**config.mk**
```make
export PLATFORM = sky130hd
export DESIGN_NAME = sum_accumulator_flat
export DESIGN_NICKNAME = d
export VERILOG_FILES = /design/src/rtl/sum_acc_pkg.sv /design/src/rtl/sum_accumulator_if.sv /design/src/rtl/sum_acc_fsm.sv /design/src/rtl/sum_accumulator.sv /design/src/flat_wrapper.sv
export SDC_FILE = /design/constraint.sdc
export NUM_CORES = 1
export LEC_CHECK = 0
export BUFFER_PORTS_ARGS = -buffer_cell sky130_fd_sc_hd__buf_2
export CAP_MARGIN = 10
export CORE_MARGIN = 2
export CORE_UTILIZATION = 55
export CTS_CLUSTER_SIZE = 20
export DETAILED_ROUTE_END_ITERATION = 12
export GPL_ROUTABILITY_DRIVEN = 0
export GPL_TIMING_DRIVEN = 0
export MAX_ROUTING_LAYER = met4
export PLACE_DENSITY = 0.86
export SLEW_MARGIN = 30
export SYNTH_ARGS = -nofsm -noshare
export SYNTH_HDL_FRONTEND = slang
export SYNTH_SLANG_ARGS = --single-unit
```
**constraint.sdc**
```tcl
create_clock -name clk -period 5.6 [get_ports clk]
set_input_delay 1.12 -clock clk [delete_from_list [all_inputs] [get_ports clk]]
set_output_delay 1.12 -clock clk [all_outputs]
set_load 0.01 [all_outputs]
```
**src/rtl/sum_acc_pkg.sv**
```systemverilog
// Shared types and default widths for the {CO,SUM} accumulator slice.
package sum_acc_pkg;

    localparam int unsigned DATA_W = 16;
    localparam int unsigned ACC_W  = 24;
    localparam int unsigned CNT_W  = 8;

    typedef enum logic [1:0] {
        IDLE = 2'd0,
        ACC  = 2'd1,
        DONE = 2'd2
    } state_t;

endpackage

```
**src/rtl/sum_accumulator_if.sv**
```systemverilog
// Sample-in / total-out handshake bundle between the adder stream, the accumulator and its consumer.
interface sum_accumulator_if #(
    parameter int unsigned DATA_W = sum_acc_pkg::DATA_W,
    parameter int unsigned ACC_W  = sum_acc_pkg::ACC_W,
    parameter int unsigned CNT_W  = sum_acc_pkg::CNT_W
);
    logic              start;
    logic [CNT_W-1:0]  num;
    logic              in_valid;
    logic              in_ready;
    logic [DATA_W-1:0] in_sum;
    logic              in_co;
    logic              out_valid;
    logic              out_ready;
    logic [ACC_W-1:0]  acc_out;
    logic              ovf;
    logic              busy;

    modport master (
        output start, num, in_valid, in_sum, in_co, out_ready,
        input  in_ready, out_valid, acc_out, ovf, busy
    );

    modport slave (
        input  start, num, in_valid, in_sum, in_co, out_ready,
        output in_ready, out_valid, acc_out, ovf, busy
    );

endinterface

```
**src/rtl/sum_acc_fsm.sv**
```systemverilog
// Run control: IDLE -> ACC -> DONE sequencing, sample counter and registered handshake flags.
module sum_acc_fsm #(
    parameter int unsigned CNT_W = 8
) (
    input  logic             clk,
    input  logic             rst,
    input  logic             start,
    input  logic [CNT_W-1:0] num,
    input  logic             in_valid,
    input  logic             out_ready,
    output logic             in_ready,
    output logic             out_valid,
    output logic             busy,
    output logic             clear_c,
    output logic             take_c
);
    import sum_acc_pkg::*;

    state_t           state, state_nxt;
    logic [CNT_W-1:0] cnt, cnt_nxt;
    logic             in_ready_nxt, out_valid_nxt, busy_nxt;

    // State, counter and flags all update together so the flags track the state exactly.
    always_ff @(posedge clk or negedge rst) begin
        if (!rst) begin
            state     <= IDLE;
            cnt       <= '0;
            in_ready  <= 1'b0;
            out_valid <= 1'b0;
            busy      <= 1'b0;
        end else begin
            state     <= state_nxt;
            cnt       <= cnt_nxt;
            in_ready  <= in_ready_nxt;
            out_valid <= out_valid_nxt;
            busy      <= busy_nxt;
        end
    end

    always_comb begin
        state_nxt     = state;
        cnt_nxt       = cnt;
        in_ready_nxt  = 1'b0;
        out_valid_nxt = 1'b0;
        clear_c       = 1'b0;
        take_c        = 1'b0;
        case (state)
            IDLE: begin
                if (start) begin
                    clear_c = 1'b1;
                    if (num != '0) begin
                        cnt_nxt      = num;
                        state_nxt    = ACC;
                        in_ready_nxt = 1'b1;
                    end else begin
                        state_nxt     = DONE;
                        out_valid_nxt = 1'b1;
                    end
                end
            end
            ACC: begin
                in_ready_nxt = 1'b1;
                if (in_valid && in_ready) begin
                    take_c  = 1'b1;
                    cnt_nxt = cnt - CNT_W'(1);
                    if (cnt == CNT_W'(1)) begin
                        state_nxt     = DONE;
                        in_ready_nxt  = 1'b0;
                        out_valid_nxt = 1'b1;
                    end
                end
            end
            DONE: begin
                out_valid_nxt = 1'b1;
                if (out_ready) begin
                    state_nxt     = IDLE;
                    out_valid_nxt = 1'b0;
                end
            end
            default: state_nxt = IDLE;
        endcase
        busy_nxt = (state_nxt != IDLE);
    end

endmodule

```
**src/rtl/sum_accumulator.sv**
```systemverilog
// Accumulates a programmed count of 17-bit {CO,SUM} adder results and presents the total with a sticky overflow flag.
// Define SUM_ACC_SAT_EN to clamp the total at all-ones on overflow instead of wrapping.
module sum_accumulator #(
    parameter int unsigned DATA_W = sum_acc_pkg::DATA_W,
    parameter int unsigned ACC_W  = sum_acc_pkg::ACC_W,
    parameter int unsigned CNT_W  = sum_acc_pkg::CNT_W
) (
    input  logic                clk,
    input  logic                rst,
    sum_accumulator_if.slave    bus
);
    localparam int unsigned SUM_W = ACC_W + 1;

    logic              clear_c, take_c;
    logic [DATA_W:0]   sample;
    logic [SUM_W-1:0]  sum_c;
    logic [ACC_W-1:0]  acc;
    logic              ovf;

    sum_acc_fsm #(.CNT_W(CNT_W)) u_fsm (
        .clk       (clk),
        .rst       (rst),
        .start     (bus.start),
        .num       (bus.num),
        .in_valid  (bus.in_valid),
        .out_ready (bus.out_ready),
        .in_ready  (bus.in_ready),
        .out_valid (bus.out_valid),
        .busy      (bus.busy),
        .clear_c   (clear_c),
        .take_c    (take_c)
    );

    // One extra bit so the carry out of the accumulator is visible.
    assign sample = {bus.in_co, bus.in_sum};
    assign sum_c  = {1'b0, acc} + SUM_W'(sample);

    always_ff @(posedge clk or negedge rst) begin
        if (!rst) begin
            acc <= '0;
            ovf <= 1'b0;
        end else if (clear_c) begin
            acc <= '0;
            ovf <= 1'b0;
        end else if (take_c) begin
            if (sum_c[ACC_W]) begin
                ovf <= 1'b1;
`ifdef SUM_ACC_SAT_EN
                // Once clamped, every further non-zero sample carries again, so it stays clamped.
                acc <= '1;
`else
                acc <= sum_c[ACC_W-1:0];
`endif
            end else begin
                acc <= sum_c[ACC_W-1:0];
            end
        end
    end

    assign bus.acc_out = acc;
    assign bus.ovf     = ovf;

endmodule
```
**src/flat_wrapper.sv**
```systemverilog
// flat-port wrapper written by rule: the top's interface ports become plain ports
module sum_accumulator_flat 
#(
    parameter int unsigned DATA_W = sum_acc_pkg::DATA_W,
    parameter int unsigned ACC_W  = sum_acc_pkg::ACC_W,
    parameter int unsigned CNT_W  = sum_acc_pkg::CNT_W
)
  (clk, rst, bus_start, bus_num, bus_in_valid, bus_in_sum, bus_in_co, bus_out_ready, bus_in_ready, bus_out_valid, bus_acc_out, bus_ovf, bus_busy);
  sum_accumulator_if #(.DATA_W(DATA_W), .ACC_W(ACC_W), .CNT_W(CNT_W)) bus_i ();
  input  logic clk;
  input  logic rst;
  input wire logic [$bits(bus_i.start)-1:0] bus_start;
  input wire logic [$bits(bus_i.num)-1:0] bus_num;
  input wire logic [$bits(bus_i.in_valid)-1:0] bus_in_valid;
  input wire logic [$bits(bus_i.in_sum)-1:0] bus_in_sum;
  input wire logic [$bits(bus_i.in_co)-1:0] bus_in_co;
  input wire logic [$bits(bus_i.out_ready)-1:0] bus_out_ready;
  output wire logic [$bits(bus_i.in_ready)-1:0] bus_in_ready;
  output wire logic [$bits(bus_i.out_valid)-1:0] bus_out_valid;
  output wire logic [$bits(bus_i.acc_out)-1:0] bus_acc_out;
  output wire logic [$bits(bus_i.ovf)-1:0] bus_ovf;
  output wire logic [$bits(bus_i.busy)-1:0] bus_busy;
  assign bus_i.start = bus_start;
  assign bus_i.num = bus_num;
  assign bus_i.in_valid = bus_in_valid;
  assign bus_i.in_sum = bus_in_sum;
  assign bus_i.in_co = bus_in_co;
  assign bus_i.out_ready = bus_out_ready;
  assign bus_in_ready = bus_i.in_ready;
  assign bus_out_valid = bus_i.out_valid;
  assign bus_acc_out = bus_i.acc_out;
  assign bus_ovf = bus_i.ovf;
  assign bus_busy = bus_i.busy;
  sum_accumulator #(.DATA_W(DATA_W), .ACC_W(ACC_W), .CNT_W(CNT_W)) u_core (.clk(clk), .rst(rst), .bus(bus_i));
endmodule
```
Word level (Yosys, flattened, before mapping):

Index checks and enable logic that the tools add are counted.

* $add $sub $neg: 2
* multipliers: 0
* divide/modulo/power cells: 0
* $lt $le $gt $ge: 0
* equal/unequal tests: 6
* shifts and indexed selects: 0
* mux-type cells: 30
* bitwise logic cells: 0
* reduce and logical (&&, ||, !) cells: 9

Operator list (count)
* $mux 24: 2
* $add 24x17->25: 1
* $mux 8: 3
* $mux 1: 16
* $pmux 8 s2: 1
* $mux 2: 5
* $eq 8x1->1 const B: 1
* $reduce_bool 2->1: 4
* $reduce_bool 8->1: 1
* $sub 8x1->8 const B: 1
* $ne 2x2->1 const B: 3
* $pmux 2 s3: 1
* $reduce_and 4->1: 1
* $pmux 1 s3: 1
* $eq 2x1->1 const B: 1
* $eq 2x2->1 const B: 1
* $logic_not 2->1: 1
* $pmux 1 s2: 1
* $reduce_and 2->1: 1
* $logic_and 1x1->1: 1

* register bits: 38
* bits in latches: 0
* memory bits (writable): 0
* bits in read-only memories: 0
* input port bits: 30
* output and inout port bits: 28
* logic and storage cells: 54
* memories: 0

Depth between registers and ports, before layout:

* depth in word-level cells: 5
* gate-level depth with buffers: 9
* mapped depth without buffers: 9

Cells and area by module:

Synthesis repeated with hierarchy kept, for this count alone.

* cells, all modules: 302
* area, all modules: 2740.1 sq um

Modules (own cells, without submodules)
* sum_accumulator: instances 1, cells an instance 218, area each 1959.4 sq um, sequential area each 625.6 sq um
* sum_acc_fsm: instances 1, cells an instance 84, area each 780.7 sq um, sequential area each 325.3 sq um

Worst setup path before layout:

OpenSTA, ideal clock, no wires.

* path kind: input to register
* start point: input port bus_in_sum[15]
* end point: register u_core.acc[20], in the netlist u_core.bus.acc_out[20]
* library setup time: 0.079 ns
* arrival: 2.883 ns
* required time: 5.521 ns
* setup slack: 2.637 ns
* cell stages on the path: 8
* buffers on the path: 1
* cells stage by stage: ha_1 -> clkbuf_2 -> and3_1 -> a221oi_1 -> or3b_1 -> o21ai_2 -> nand3b_1 -> mux2i_1

* word-level cells in the longest chain between the ends: 3

Ends and longest elaborated chain
* start: declaration: line flat_wrapper.sv:15 `input wire logic [$bits(bus_i.in_sum)-1:0] bus_in_sum;`
* $add 24x17->25: line sum_accumulator.sv:36 `assign sum_c = {1'b0, acc} + SUM_W'(sample);`
* $mux 24: line sum_accumulator.sv:45 `end else if (take_c) begin`
* $mux 24: line sum_accumulator.sv:42 `end else if (clear_c) begin`
* end signal: assignment: line sum_accumulator.sv:52 `acc <= sum_c[ACC_W-1:0];`
* end signal: assignment: line sum_accumulator.sv:55 `acc <= sum_c[ACC_W-1:0];`
* end: declaration: line sum_accumulator.sv:17 `logic [ACC_W-1:0] acc;`

No other way between the ends. The select of a mux whose other input is x is not followed.
A chain may end at the register's enable or synchronous reset.

Worst setup path after layout:

* start point: input port bus_in_sum[0]
* end point: register u_core.acc[22], in the netlist u_core.bus.acc_out[22]

Same word-level chain as after synthesis.

==> flow_metrics.py <==
metrics = {
    "run_status": {
        "status": "completed",
    },
    "synth": {
        "synth_warnings": 0,
        "synth_area_per_cell_um2": 8.45,
        "syn_inst": 318,
        "synth_area_mm2": 0.00269,
        "yosys.area_share.simple": 0.217,
        "synth_top_family_by_area": "compound AO/OA/AOI/OAI gates",
        "synth_nets": 368,
        "yosysMostFrequentCell": "nand2_1",
        "ys.flop_type": "dfrtp_1",
        "synth-xor-area-share": 0.0391,
        "synth.distinct_cells": 56,
        "yosys-top-cells-area": "dfrtp_1, ha_1, nand2_1",
        "ys_seq_area_frac": 0.354,
        "synth-seq-cells": 38,
        "synthMuxAreaShare": 0.0270,
        "synth_top_area_share": 0.354,
        "yosys-top-cells-count": "nand2_1, dfrtp_1, o21ai_0",
        "synth_edf_count": 0,
        "synth_fa_ha_area_frac": 0.0959,
        "synth_compound_area_frac": 0.229,
        "synth_top_area_cell": "dfrtp_1",
        "async_reset_ff_frac": 1.00,
    },
    "global_route": {
        "grt_pass1_wl_um": 10300,
        "grt_pass1_vias": 2394,
        "grt_usage": 0.251,
        "grt_overflow": 0,
        "grt_max_degree": 39,
        "antenna_found_initial": 0,
    },
    "clock_network": {
        "cts_resized": 0,
        "cts_buffers": 5,
        "insertion_delay_ns": 0.30,
        "postCtsHoldBufs": 0,
        "htree_levels": 2,
        "clockRootBuffer": "clkbuf_8",
        "cts_tree": "built",
        "clock-sinks": 38,
        "path_clk_slew_ns": 0.08,
        "postCtsSetupRepairBufs": 0,
        "clk_path_buf_depth": 2,
    },
    "route": {
        "wl_per_cell_um": 14.0,
        "drc": 0,
        "drt_iter0_drc": 209,
        "wl_um": 6310,
        "ant_nets": 0,
        "drtPass1Iterations": 5,
        "via_per_inst": 5.86,
        "vias": 2635,
    },
    "timing": {
        "worst_slack_ns": 2.56,
        "report.final.slew_viol_count": 0,
        "setup_tns_ns": 0,
        "setup_viol": 0,
        "fmax_mhz": 329,
        "hold_viol": 0,
        "slew_headroom": 0.613,
        "min_period_over_period": 0.543,
        "fin_crit_ns": 3.04,
        "rsz0062_at_grt": "false",
        "finClkSkew_ns": 0.00396,
        "tightest_slew_ns": 0.575,
    },
    "power": {
        "vdd_drop_max_uv": 221,
        "powerDensity_mw_per_mm2": 504,
        "p_leak_nw": 1.52,
    },
    "place": {
        "portBuffers": 57,
        "dp_slack_ns": 2.29,
        "hpwlAfterDp_um": 4690,
        "dpl.cell_count": 442,
    },
    "critical_path": {
        "cp.required_ns": 5.83,
        "max_stage_delay_ns": 0.40,
        "crit_fanout": 5,
        "crit_path_start_kind": "input port",
        "end_kind": "register",
        "crit_path_cell_trace": "buf_2 > ha_1 > inv_1 > fa_1 > nand2b_1 > a21o_1 > a211oi_1 > o21ai_2 > nor3_1 > mux2i_1",
        "ff2ff_path_depth": 8,
        "reg2reg_slack_ns": 3.06,
        "timing.rr.start": "u_core.bus.acc_out[15]",
        "cp_slowest_cell": "fa_1",
        "critical_path_class": "in -> reg",
        "rr_endpoint": "u_core.bus.acc_out[20]",
        "cp.arrival_ns": 3.27,
    },
    "min_path": {
        "hold_path_startpoint": "u_core.bus.ovf",
        "hold-path-endpoint": "u_core.bus.ovf",
        "worstHoldPathType": "reg -> reg",
        "hold_depth": 2,
    },
    "flow_run": {
        "cap_violations": 0,
    },
    "final_layout": {
        "layout.nets": 432,
        "fin_cells": 450,
        "layout-drive-gt1-share": 0.225,
        "multi_input_area_mm2": 0.00163,
        "antenna_cells": 0,
        "area.sequential_um2": 951,
        "syn_to_final_growth_pct": 17.2,
        "nFillCells": 393,
    },
    "floorplanning": {
        "die_h_um": 73.9,
        "core_mm2": 0.00472,
        "initial_utilization": 0.569,
        "die_area_mm2": 0.00546,
        "fp-row-count": 25,
        "io_pins": 58,
        "die_x_um": 73.9,
    },
}
[per-layer routing]
layer	track usage	up-vias	share of wire
li1	-	1283	-
met1	0.316	1262	0.44
met2	0.411	80	0.49
met3	0.0302	10	0.052
met4	0.0970	0	0.013
met5	-	-	0
[logic make-up (layout without fill, tap and decap cells)]
family / count (synthesis) / after routing
adder cells (fa/ha/maj): 20 / 20
XOR/XNOR: 12 / 12
AO/OA/AOI/OAI: 102 / 102
AND/OR/NAND/NOR: 117 / 117
flip-flops: 38 / 38
buffers and inverters: 22 / 87
multiplexers: 7 / 7
[sequential cells by signal, indices dropped and copies added (netlist names)]
name / flops
u_core.bus.acc_out: 24
u_core.u_fsm.cnt: 8
u_core.u_fsm.state: 2
u_core.bus.ovf: 1
u_core.u_fsm.busy: 1
u_core.u_fsm.in_ready: 1
u_core.u_fsm.out_valid: 1
[placed cells by master, fill, tap and decap left out, types with 4 or more instances in the layout]
cell / instances
a21oi_1: 30
o21ai_0: 32
clkbuf_1: 4
nor3_1: 6
xor2_1: 6
xnor2_1: 6
clkbuf_8: 6
and3_1: 5
nor2_1: 23
nand2b_1: 5
buf_2: 62
a21o_1: 4
inv_1: 9
a31oi_1: 7
o211ai_1: 4
ha_1: 19
mux2i_1: 5
nand2_1: 45
nand4_1: 4
dfrtp_1: 38
[critical path, delay by kind of cell]
kind,cells,cell delay (ns)
compound gates,3,0.78
fa+ha+maj,2,0.57
simple gates,2,0.44
mux,1,0.21
buf+inv,2,0.14
[layout make-up]
class	instances	share of cell area
inverter	9	0.0107
buffer	13	0.0218
clock inverter	1	0.00159
timing repair buffer	57	0.0913
multi-input combinational	258	0.519
clock buffer	7	0.0274
sequential	38	0.302
tap	67	0.0266
[report_power, final]
part / internal, mW / switching [mW] / leakage, nW
Clock: 0.0995 / 0.104 / 0.0482
Sequential: 0.376 / 0.0839 / 0.476
Combinational: 0.388 / 0.537 / 0.994
[worst max path at each step]
| stage | startpoint | to | slack [ns] | depth (start not counted) |
|---|---|---|---|---|
| 2_1_floorplan | bus_in_sum[15] | u_core.bus.acc_out[20] | 2.64 | 8 |
| 3_3_place_gp | bus_in_sum[0] | u_core.bus.acc_out[22] | 2.33 | 10 |
| 3_5_place_dp | bus_in_sum[15] | u_core.bus.acc_out[20] | 2.29 | 9 |
| 4_1_cts | bus_in_sum[0] | u_core.bus.acc_out[22] | 2.58 | 10 |
| 5_1_grt | bus_in_sum[0] | u_core.bus.acc_out[22] | 2.40 | 10 |
| 6_report | bus_in_sum[0] | u_core.bus.acc_out[22] | 2.56 | 10 |
[stage by stage]
stage | power (mW) | hold WS [ns] | cell area (um^2) | utilization
floorplan | 1.14 | 0.464 | 2690 | -
global placement | 1.34 | 0.466 | 3060 | 0.647
detailed placement | 1.38 | 0.483 | 3060 | 0.647
CTS | 1.58 | 0.500 | 3150 | 0.666
global route | 1.72 | 0.542 | 3150 | 0.667
finish | 1.59 | 0.498 | 3150 | 0.667
Power figures use the tool's default switching activity.
